==> src/rtl/counter_event_logger.sv <==
// Epoch extender and event-record logger for a small wrapping counter.
// Wrap and sample events become {type, epoch, cnt} records in a FWFT FIFO; overflowing records are dropped and counted.
module counter_event_logger #(
  parameter int CW    = 4,
  parameter int EW    = 12,
  parameter int DEPTH = 8
) (
  input  logic                   clk,
  input  logic                   rst,
  input  logic [CW-1:0]          count,
  input  logic                   overflow,
  input  logic                   sample,
  output logic                   rec_valid,
  output logic [EW+CW:0]         rec_data,
  input  logic                   rec_ready,
  output logic [$clog2(DEPTH):0] level,
  output logic [7:0]             drop_cnt,
  output logic [EW-1:0]          epoch
);

  localparam int AW = $clog2(DEPTH);
  localparam int RW = 1 + EW + CW;
  localparam logic [AW:0] PTR_ONE = (AW+1)'(1);
  localparam logic [AW:0] FULL_LEVEL = (AW+1)'(DEPTH);

  logic [EW-1:0] epoch_reg, epoch_next;
  logic          pend_valid_reg, pend_valid_next;
  logic [RW-1:0] pend_data_reg, pend_data_next;
  logic [AW:0]   wr_ptr_reg, wr_ptr_next;
  logic [AW:0]   rd_ptr_reg, rd_ptr_next;
  logic [AW:0]   level_reg, level_next;
  logic [7:0]    drop_reg, drop_next;
  logic [RW-1:0] mem [DEPTH];

  logic [RW-1:0] wrap_rec, samp_rec, push_data;
  logic          push, pend_drop, fifo_drop, pop, full, wr_en;
  logic [8:0]    drop_sum;

  assign wrap_rec = {1'b0, epoch_reg + EW'(1), {CW{1'b0}}};
  assign samp_rec = {1'b1, epoch_reg, count};

  // Single push slot: wrap beats a deferred sample, which beats a fresh sample.
  always_comb begin
    push            = 1'b0;
    push_data       = wrap_rec;
    pend_valid_next = pend_valid_reg;
    pend_data_next  = pend_data_reg;
    pend_drop       = 1'b0;
    if (overflow) begin
      push = 1'b1;
      if (sample) begin
        pend_valid_next = 1'b1;
        pend_data_next  = samp_rec;
        pend_drop       = pend_valid_reg;
      end
    end else if (pend_valid_reg) begin
      push            = 1'b1;
      push_data       = pend_data_reg;
      pend_valid_next = sample;
      pend_data_next  = samp_rec;
    end else if (sample) begin
      push      = 1'b1;
      push_data = samp_rec;
    end
  end

  assign full      = (level_reg == FULL_LEVEL);
  assign pop       = (level_reg != '0) && rec_ready;
  assign wr_en     = push && (!full || pop);
  assign fifo_drop = push && full && !pop;

  always_comb begin
    wr_ptr_next = wr_en ? wr_ptr_reg + PTR_ONE : wr_ptr_reg;
    rd_ptr_next = pop ? rd_ptr_reg + PTR_ONE : rd_ptr_reg;
    level_next  = level_reg;
    if (wr_en && !pop) begin
      level_next = level_reg + PTR_ONE;
    end else if (pop && !wr_en) begin
      level_next = level_reg - PTR_ONE;
    end
  end

  // A pending overwrite and a FIFO overflow can both drop in one cycle.
  always_comb begin
    drop_sum  = {1'b0, drop_reg} + 9'(pend_drop) + 9'(fifo_drop);
    drop_next = (drop_sum > 9'd255) ? 8'hFF : drop_sum[7:0];
  end

  assign epoch_next = overflow ? epoch_reg + EW'(1) : epoch_reg;

  always_ff @(posedge clk) begin
    if (rst) begin
      epoch_reg      <= '0;
      pend_valid_reg <= 1'b0;
      pend_data_reg  <= '0;
      wr_ptr_reg     <= '0;
      rd_ptr_reg     <= '0;
      level_reg      <= '0;
      drop_reg       <= '0;
    end else begin
      epoch_reg      <= epoch_next;
      pend_valid_reg <= pend_valid_next;
      pend_data_reg  <= pend_data_next;
      wr_ptr_reg     <= wr_ptr_next;
      rd_ptr_reg     <= rd_ptr_next;
      level_reg      <= level_next;
      drop_reg       <= drop_next;
    end
  end

  always_ff @(posedge clk) begin
    if (!rst && wr_en) begin
      mem[wr_ptr_reg[AW-1:0]] <= push_data;
    end
  end

  // Head is masked while empty so stale storage never leaks out after reset.
  assign rec_valid = (level_reg != '0);
  assign rec_data  = rec_valid ? mem[rd_ptr_reg[AW-1:0]] : '0;
  assign level     = level_reg;
  assign drop_cnt  = drop_reg;
  assign epoch     = epoch_reg;

endmodule

==> config.mk <==
export PLATFORM = sky130hd
export DESIGN_NAME = counter_event_logger
export DESIGN_NICKNAME = d
export VERILOG_FILES = /design/src/rtl/counter_event_logger.sv
export SDC_FILE = /design/constraint.sdc
export NUM_CORES = 1
export LEC_CHECK = 0
export CORE_AREA = 2 2 126 128
export DETAILED_ROUTE_END_ITERATION = 7
export DIE_AREA = 0 0 128 130
export HOLD_SLACK_MARGIN = 0.03
export PLACE_DENSITY = 0.74
export SLEW_MARGIN = 20
export SYNTH_ARGS = -nofsm -noshare
export SYNTH_HDL_FRONTEND = slang
export SYNTH_SLANG_ARGS = --single-unit
==> constraint.sdc <==
create_clock -name clk -period 4.3 [get_ports clk]
set_input_delay 0.86 -clock clk [delete_from_list [all_inputs] [get_ports clk]]
set_output_delay 0.86 -clock clk [all_outputs]
set_load 0.01 [all_outputs]
Word-level counts from Yosys, hierarchy flattened
Memories as Yosys holds them, arrays and structs flattened. A register that Yosys moved wholly into a read port is not among the register bits.
Index checks and enable logic that the tools add are counted.
{"block": "word_totals", "input_bits": 9, "n_memories": 1, "elab_cells": 56, "reg_bits": 50, "ram_bits": 136, "output_inout_bits": 42}
{"block": "op_classes", "addsub": 7, "n_reduce_logical": 16, "magnitude_cmp": 1, "eq_ne": 2, "muxes": 22}
{"name": "mem", "depth": 8, "word_bits": 17, "rd": 1, "rd_ports_with_merged_regs": 1, "write_ports": 1, "line_no": "33", "source": "logic [RW-1:0] mem [DEPTH];"}
{"cell": "$mux 17", "n": 7}
{"cell": "$add 12x1->12 const B", "n": 1}
{"cell": "$add 4x1->4 const B", "n": 3}
{"cell": "$mux 1", "n": 10}
{"cell": "$add 8x1->9", "n": 1}
{"cell": "$add 9x1->9", "n": 1}
{"cell": "$gt 9x8->1 const B", "n": 1}
{"cell": "$mux 4", "n": 2}
{"cell": "$mux 8", "n": 1}
{"cell": "$logic_and 1x1->1", "n": 7}
{"cell": "$mux 3", "n": 2}
{"cell": "$eq 4x4->1 const B", "n": 1}
{"cell": "$logic_not 1->1", "n": 4}
{"cell": "$reduce_bool 2->1", "n": 2}
{"cell": "$reduce_bool 4->1", "n": 1}
{"cell": "$sub 4x1->4 const B", "n": 1}
{"cell": "$ne 2x1->1 const B", "n": 1}
{"cell": "$reduce_and 2->1", "n": 1}
{"cell": "$logic_or 1x1->1", "n": 1}

Longest topological paths before layout
Gate-level depths: netlist (run 1).
{"block": "depth", "depth_word": 8, "mapped_depth": 10, "mapped_depth_nobuf": 10}

Worst setup path before layout (run 1)
No wires, ideal clock.
{"block": "synth_timing", "path_kind": "input-to-reg", "start": "input overflow", "end": "memory mem[0][0] (netlist bit), enable pin", "required_time_ns": 3.865, "path_buffers": 0, "setup_ns": 0.435, "arrival_time_ns": 2.962, "slack_ns": 0.904, "stages": 4, "cell_sequence": "nor3_1 a31oi_4 nand2b_1 nor4_1"}
{"block": "synth_between", "elab_chain_cells": 5}
{"element": "start: declaration", "line_no": "11", "source": "input logic overflow,"}
{"element": "$mux 1", "line_no": "49", "source": "if (overflow) begin"}
{"element": "$logic_and 1x1->1", "line_no": "69", "source": "assign wr_en = push && (!full || pop);"}
{"element": "named net wr_en", "line_no": "36", "source": "logic push, pend_drop, fifo_drop, pop, full, wr_en;"}
{"element": "$logic_and 1x1->1", "line_no": "112", "source": "if (!rst && wr_en) begin"}
{"element": "$mux 1", "line_no": "112"}
{"element": "$mux 1 (implied by the code)", "line_no": "113", "source": "mem[wr_ptr_reg[AW-1:0]] <= push_data;"}
{"element": "end: declaration", "line_no": "33"}
The timed path passes the listed nets, and every way through them passes these cells.

==> results of run 1 <==
[worst paths after layout]
kind | from | endpoint | slack, ps | cells past startpoint
worst max-delay path | register | rec_data[15] | 730 | 5
worst min-delay path | pend_data_reg[6] | pend_data_reg[6] | 450 | 2
worst max register to register | pend_valid_reg | level[3] | 1240 | 9
worst min register to register | pend_data_reg[6] | pend_data_reg[6] | 450 | 2
[Yosys cell counts, drive strengths merged]
| library cell | instances | share of area, % |
|---|---|---|
| a211oi | 2 | 0.18 |
| a21o | 1 | 0.091 |
| a21oi | 43 | 2.8 |
| a221o | 1 | 0.12 |
| a22oi | 3 | 0.27 |
| a2bb2oi | 3 | 0.32 |
| a31o | 1 | 0.11 |
| a31oi | 8 | 0.79 |
| and2 | 3 | 0.26 |
| and3 | 5 | 0.38 |
| and4 | 2 | 0.21 |
| buf | 28 | 2.8 |
| clkbuf | 14 | 1.1 |
| dfxtp | 51 | 12 |
| edfxtp | 136 | 49 |
| fa | 2 | 0.48 |
| ha | 7 | 1.1 |
| inv | 13 | 0.62 |
| mux2 | 1 | 0.14 |
| mux2i | 23 | 2.8 |
| mux4 | 34 | 10 |
| nand2 | 54 | 2.6 |
| nand2b | 5 | 0.38 |
| nand3 | 16 | 0.97 |
| nand3b | 2 | 0.18 |
| nand4 | 6 | 0.45 |
| nand4bb | 1 | 0.14 |
| nor2 | 67 | 3.0 |
| nor2b | 4 | 0.30 |
| nor3 | 7 | 0.42 |
| nor3b | 1 | 0.091 |
| nor4 | 4 | 0.67 |
| o21ai | 7 | 0.42 |
| o221ai | 2 | 0.29 |
| o22ai | 3 | 0.23 |
| o31ai | 1 | 0.091 |
| o32ai | 1 | 0.11 |
| xnor2 | 9 | 0.95 |
| xor2 | 17 | 1.9 |
[worst max-delay path, delay by kind of cell (launching register included)]
family | cells | cell delay, ps
multiplexers | 2 | 850
buffers and inverters | 2 | 730
flip-flops | 1 | 620
AND/OR/NAND/NOR | 1 | 70
[cells by family after synthesis]
family | Yosys count
multiplexers | 58
adder cells (fa/ha/maj) | 9
flip-flops | 187
XOR/XNOR | 26
AO/OA/AOI/OAI | 76
AND/OR/NAND/NOR | 177
buffers and inverters | 55
[where the power goes]
part	leakage [nW]	internal (mW)	total (mW)	switching [mW]
Sequential	1.67	2.04	2.16	0.118
Combinational	1.21	0.614	1.15	0.535
Clock	0.257	0.738	1.39	0.649
Total	3.14	3.39	4.69	1.30
[placed cells by master (no fill, tap or decap), types with 6 or more instances in the layout]
master and n:
mux4_2 7, mux2i_1 23, nand2_1 52, dfxtp_1 50
a21oi_1 41, nor2_1 67, o21ai_0 7, xnor2_1 9
clkdlybuf4s50_1 49, mux4_1 27, nand3_1 16, a31oi_1 7
clkbuf_16 17, clkinv_4 6, inv_1 11, ha_1 7
buf_4 13, nand4_1 6, edfxtp_1 136, xor2_1 16
[final cells by class]
class | count | area (um2)
fillers | 1188 | 6080
flip-flops and latches | 187 | 5110
multi-input cells | 346 | 2810
repair buffers | 64 | 613
clock buffers | 18 | 429
well taps | 192 | 240
clock inverters | 14 | 100
inverters | 13 | 51.3
[layer usage]
metal | share of wire, % | vias to the layer above | global-route usage [%]
met4 | 1.7 | 0 | 7.50
met2 | 50 | 143 | 34.1
met3 | 4.3 | 30 | 3.90
met1 | 44 | 2400 | 27.0
met5 | 0 | - | 0
li1 | - | 2277 | -
[stage by stage]
stage / cell area [um2] / setup WS [ps]
final: 9350 / 726
after global routing: 9350 / 534
after CTS: 9350 / 688
after detailed placement: 8820 / 809
after global placement: 8820 / 905
after floorplan: 8260 / 904
==> results list, run 1 <==
- Total nets after synthesis: between 600 and 700
* Max_cap viols: 0
- RSZ-0062 raised after global routing: no
- Clock tree from TritonCTS: yes
- Data arrival at the endpoint of the critical path: between 2000 and 3000 ps
- Layout Nets: roughly 650
* TritonRoute pass-1 iters: 5
* Synthesized area divided by synthesized cell count: between 10 and 15 um2
- After the first detailed-routing iteration, the DRC count stood at 446.
* Number of clock sinks: between 150 and 200
- Power comes to between 4 and 5 mW.
- Placeable core area: 0.0154 mm2
- CTS placed an instance of clkbuf_16 at the clock tree root.
- Input and output buffers added on the ports amount to 50.
- Post-CTS resize count: 0
- At the later pin of the worst-skew pair, clock insertion delay measures approximately 430 ps.
- The worst path in the final design needs a cycle of around 3600 ps, including I/O delays and setup.
- For the pin with the worst max-slew slack, the measured transition is 983 ps.
* CP max stage cell: dfxtp_2
- The worst setup path is captured at an output port.
- In this run, post-CTS hold repair placed 0 buffers.
* Crit Path Category: register to output port
- Multiplexer share of the synthesized area: ~13%
- Final Max Tran Viols: 0
* Die Footprint: 0.0166 mm2
- Synthesized cell area: between 0.008 and 0.009 mm2
- The via count of the first global-routing pass was about 4900.
* Number of top-level pins: 51
- After synthesis, the largest family of logic cells by area is multiplexers.
* Number of synthesized register bits: 187
- Wire length of the first global-routing pass: between 20000 and 30000 um
- Placed wire-length estimate after detailed placement: approximately 10000 um
- In this run, placement finished with an instance count of roughly 800.
- Cells after synthesis: approximately 600
- GP Congestion: ~0.77
- Summing the areas of all compound-gate instances in the mapped netlist gives 5.80% of the synthesized area.
- Crit path cell chain: buf_12, mux4_1, mux2i_1, nor2_1, clkdlybuf4s50_1
- Final hold analysis gives a worst-case slack of between 400 and 500 ps.
- Remaining antenna violation count: 0
- The worst setup path is launched from a register.
* Sum of overflow across all layers after global routing: 0
- The area growth from synthesis to layout is 13.1%.
- Measured against its own limit, the worst slew margin works out to about a third.
- Based on the critical path, the design can be clocked at up to around 280 MHz.
- In the final timing run, aggregate negative setup slack is 0 ps.
* Number of distinct library cells after synthesis: 57
- Final critical-path share of the clock period: between 80% and 90%
- Final core occ: around 61%
- In this run the number of H-tree levels came out at 4.
* Worst hold-check path type: register to register
- Of the cells placed in the final design, the portion with a size suffix greater than 1 is 11.1%.
* Total length of routed wires: around 16000 um
* Count of synthesis-stage warnings from yosys: 0
* Parity-gate share of the synthesized area counting xor and xnor cells: about 2.8%
- Measured along the x axis, the die boundary spans approximately 130 um.
- After clock tree synthesis, the clock-pin slew on the worst setup and hold paths is 70 ps.
- Detail-routed net length per standard cell: roughly 19 um
- The run finished with clean final reports.
- Antenna violations before repair: 0
- The number of antenna diodes in the final layout is 0.
- At the worst endpoint, the required time is around 3400 ps.
* Maximum clock insertion buffer count: 2
- Worst setup skew after layout: 14.4 ps
- The floorplan step set the die height to about 130 um.
- The largest single stage delay on the critical path is between 600 and 700 ps.
* Leakage power: around 3.1 nW
* Pin count of the biggest net entering global routing: between 50 and 60
* Final number of hold-violating endpoints: 0
- Along the worst path, the maximum fanout reaches 21.
- Final cell count without fillers: 834
* Global-route usage over all layers: approximately 20%
- Dividing the detail-routed via count by the number of cells gives roughly 5.8.
- Initial cell density of the core: approximately 54%
* Number of flip-flops in the largest register: around 140
* DRC violations left: 0
- Of the total synthesized cell area, the portion taken by full adders, half adders and majority gates is roughly 1.5%.
* Share of synthesized cell area in and, or, nand and nor gates: between 10% and 20%
- Routed vias: 4850
- FP Rows: 46
* Power density cells: approximately 500 mW/mm2
- Peak supply drop: 301 uV
- After synthesis, flip-flops and latches occupy 61.8% of the total area.
- Number of setup violations in the final report: 0
- Clock tree synthesis inserted a total of 17 buffers.
- Setup Fix Bufs, Post-CTS: 0
Note: power is estimated with default switching activity, not from simulation.
==> inputs of run 2 (changes only) <==
==> constraint.sdc (replaced) <==
create_clock -name clk -period 3.51 [get_ports clk]
set_input_delay 0.702 -clock clk [delete_from_list [all_inputs] [get_ports clk]]
set_output_delay 0.702 -clock clk [all_outputs]
set_load 0.01 [all_outputs]
==> run 2 against run 1 <==
  * Sequential share of layout area down 0.38 points
  * Sequential power up 20%
  * Worst setup slack worse by 370 ps
  * Cell area up 0.70%
  * Core utilization up 0.42 points
  * Clock skew down 5.6 ps
  * Hold slack better by 3.6 ps
  * Via count up 0.76%
  * Critical path depth unchanged
==> results list, run 2 (synthesis results as in run 1) <==
- The clock drives about 190 sinks.
* Data arrival at the endpoint of the critical path: 2450 ps
* Post-CTS resize count: 0
- Worst-margin pin slew: about 980 ps
- Net switching is around 27% of the power.
- Total length of routed wires: 15800 um
- Crit Path Category: register to output port
- 0 antenna diodes ended up in the layout.
- Final critical-path share of the clock period: 89.8%
- The analysis attributes to net switching a power of 1.58 mW.
- The detailed router finished its first iteration with between 300 and 400 violations.
- Input/output buffers: 50
- RSZ-0062 raised after global routing: no
* Final core occ: 61.0%
- Placed wire-length estimate after detailed placement: 9850 um
- For the worst setup path, the data required time is around 2800 ps.
* Hold buffer count at CTS: 0
- Height of the die: roughly 130 um
- The clock tree synthesis step divided the H-tree into 4 levels.
- The worst register-to-register path begins at level[0].
* Critical path endpoint: rec_data[15]
- Nature of the critical path endpoint: output port
- The first global-routing pass estimated between 20000 and 30000 um of wire.
* Portion of total power attributed to sequential cells: between 40 and 50%
- CTS buffer count: 17
* Max layer used: met4
* Clock network fraction of design power: about 31%
* Via count of the first global-routing pass: 4802
* Sequential cell area: 0.00511 mm2
* Minimum period implied by the final worst setup slack: between 3000 and 4000 ps
* Initial cell density of the core: between 50% and 60%
- Final number of hold-violating endpoints: 0
- Clock tree from TritonCTS: yes
* Outcome: finished, final reports clean
- In the final routed layout, each cell accounts on average for 18.8 um.
- TritonRoute pass-1 iters: 5
- Setup violations remaining at the end of the flow were counted as 0.
- In this run the horizontal extent of the chip is around 130 um.
* Met3 routed WL: 925 um
- Leaving out fill and tap cells, the most frequent cells in the layout are 136 x edfxtp_1, 67 x nor2_1, 52 x nand2_1.
- Leaving out fill and tap cells, the most frequent cell in the layout is edfxtp_1.
- Summed over all cells, the static leakage comes to 3.18 nW.
* FP Rows: 46
- The multi-input combinational cells in the finished layout cover a total of roughly 0.0028 mm2.
- In this run the count of I/O pins placed on the die edge is 51.
- Routed vias: approximately 4900
- Using the TritonRoute via totals, the vias-per-cell ratio works out to slightly below 6.
* Length of routed met2 wiring: about 7800 um
* Layout Nets: 653
- Global-route usage over all layers: between 20% and 30%
* Share of post-route cells with drive strength above 1: about an eighth
* Internal power component: ~4.3 mW
* CTS root buf: clkbuf_16
* Placeable core area: roughly 0.015 mm2
- Remaining antenna violation count: 0
* Final Max Tran Viols: 0
- Worst hold path cell count: 2
* Worst-skew pair later-pin latency: 440 ps
* Peak supply drop: around 450 uV
* End of the worst register-to-register path: drop_cnt[0]
- After filler insertion, the fill cell instance count of the layout stands at ~1200.
- Fin Hold WS: 456 ps
- DRC violations left: 0
- Power density cells: between 600 and 700 mW/mm2
- Worst R2R Path Depth: 9
* Pin count of the biggest net entering global routing: 55
- Fmax: about 320 MHz
- The longest clock path from root to sink contains 2 buffers.
- Setup Fix Bufs, Post-CTS: 0
- Maximum net fanout on the critical path: 14
- GP Congestion: 0.807
- Type of element launching the critical path: register
- Slew Limit Headroom: roughly 34%
* Wire length the detailed router placed on met1: around 7000 um
* Area growth from synthesis to layout: 13.9%
* Worst setup skew after layout: approximately 8.7 ps
- Slack of the worst reg-to-reg path: about 920 ps
- Worst hold-check path type: register to register
- Max_cap viols: 0
- Per report_power, the combinational group accounts for about a quarter of the total.
- Die Footprint: 0.0166 mm2
- Aggregate negative setup slack: 0 ps
* Sum of overflow across all layers after global routing: 0
- Number of flip-flops in the largest register: about 140
- Clock-pin slew was measured on the worst setup and hold paths at approximately 70 ps.
- Antenna violations before repair: 0
==> run 2: cell count changes in the layout (fill, tap and decap cells not counted), sizes merged <==
cell	previous run	this run
buf	15	21
clkinv	11	6
clkinvlp	2	5
bufinv	0	2
clkbuf	18	19
inv	14	13
==> run 2: metrics by stage <==
stage               worst slack (ps)  instance area [um2]  cells  total power, mW
CTS                              324                 9410    840             5.92
global placement                 329                 8850    808             4.07
finish                           359                 9410    840             5.86
floorplan                        272                 8260    588             3.62
detailed placement               275                 8850    808             4.12
global route                     208                 9410    840             6.12
==> run 2: per-layer routing <==
layer	global-route usage, %	up-vias
met4	7.76	0
met3	4.35	17
met5	0	-
met1	27.5	2396
met2	32.7	192
li1	-	2282
==> run 2: worst min-delay path by stage <==
stage	startpoint	to	slack (ps)
after CTS	pend_data_reg[10]	pend_data_reg[10]	450
after detailed placement	pend_data_reg[10]	pend_data_reg[10]	450
after global placement	pend_data_reg[6]	pend_data_reg[6]	430
after floorplan	pend_data_reg[6]	pend_data_reg[6]	430
after global routing	pend_data_reg[8]	pend_data_reg[8]	470
final	pend_data_reg[10]	pend_data_reg[10]	460
==> run 2: critical path: stages, from the launching register on <==
cell	delay, ps
dfxtp_2	350
buf_4	260
mux4_1	590
mux2i_1	260
nor2_1	60
clkdlybuf4s50_1	480
==> run 2: area by class of cell <==
cell class                      instances  share of cell area, %
Timing Repair Buffer                   70                   6.86
Multi-Input combinational cell        346                   29.8
Tap cell                              192                   2.55
Clock inverter                         13                   1.37
Clock buffer                           19                   4.60
Sequential cell                       187                   54.3
Inverter                               13                  0.545
==> run 2: power by group through the flow <==
stage	registers [mW]	logic (mW)	clock network [mW]
floorplan	2.62	1.00	0
global placement	2.63	1.44	0
detailed placement	2.64	1.48	0
CTS	2.59	1.48	1.85
global route	2.60	1.59	1.92
finish	2.59	1.45	1.82
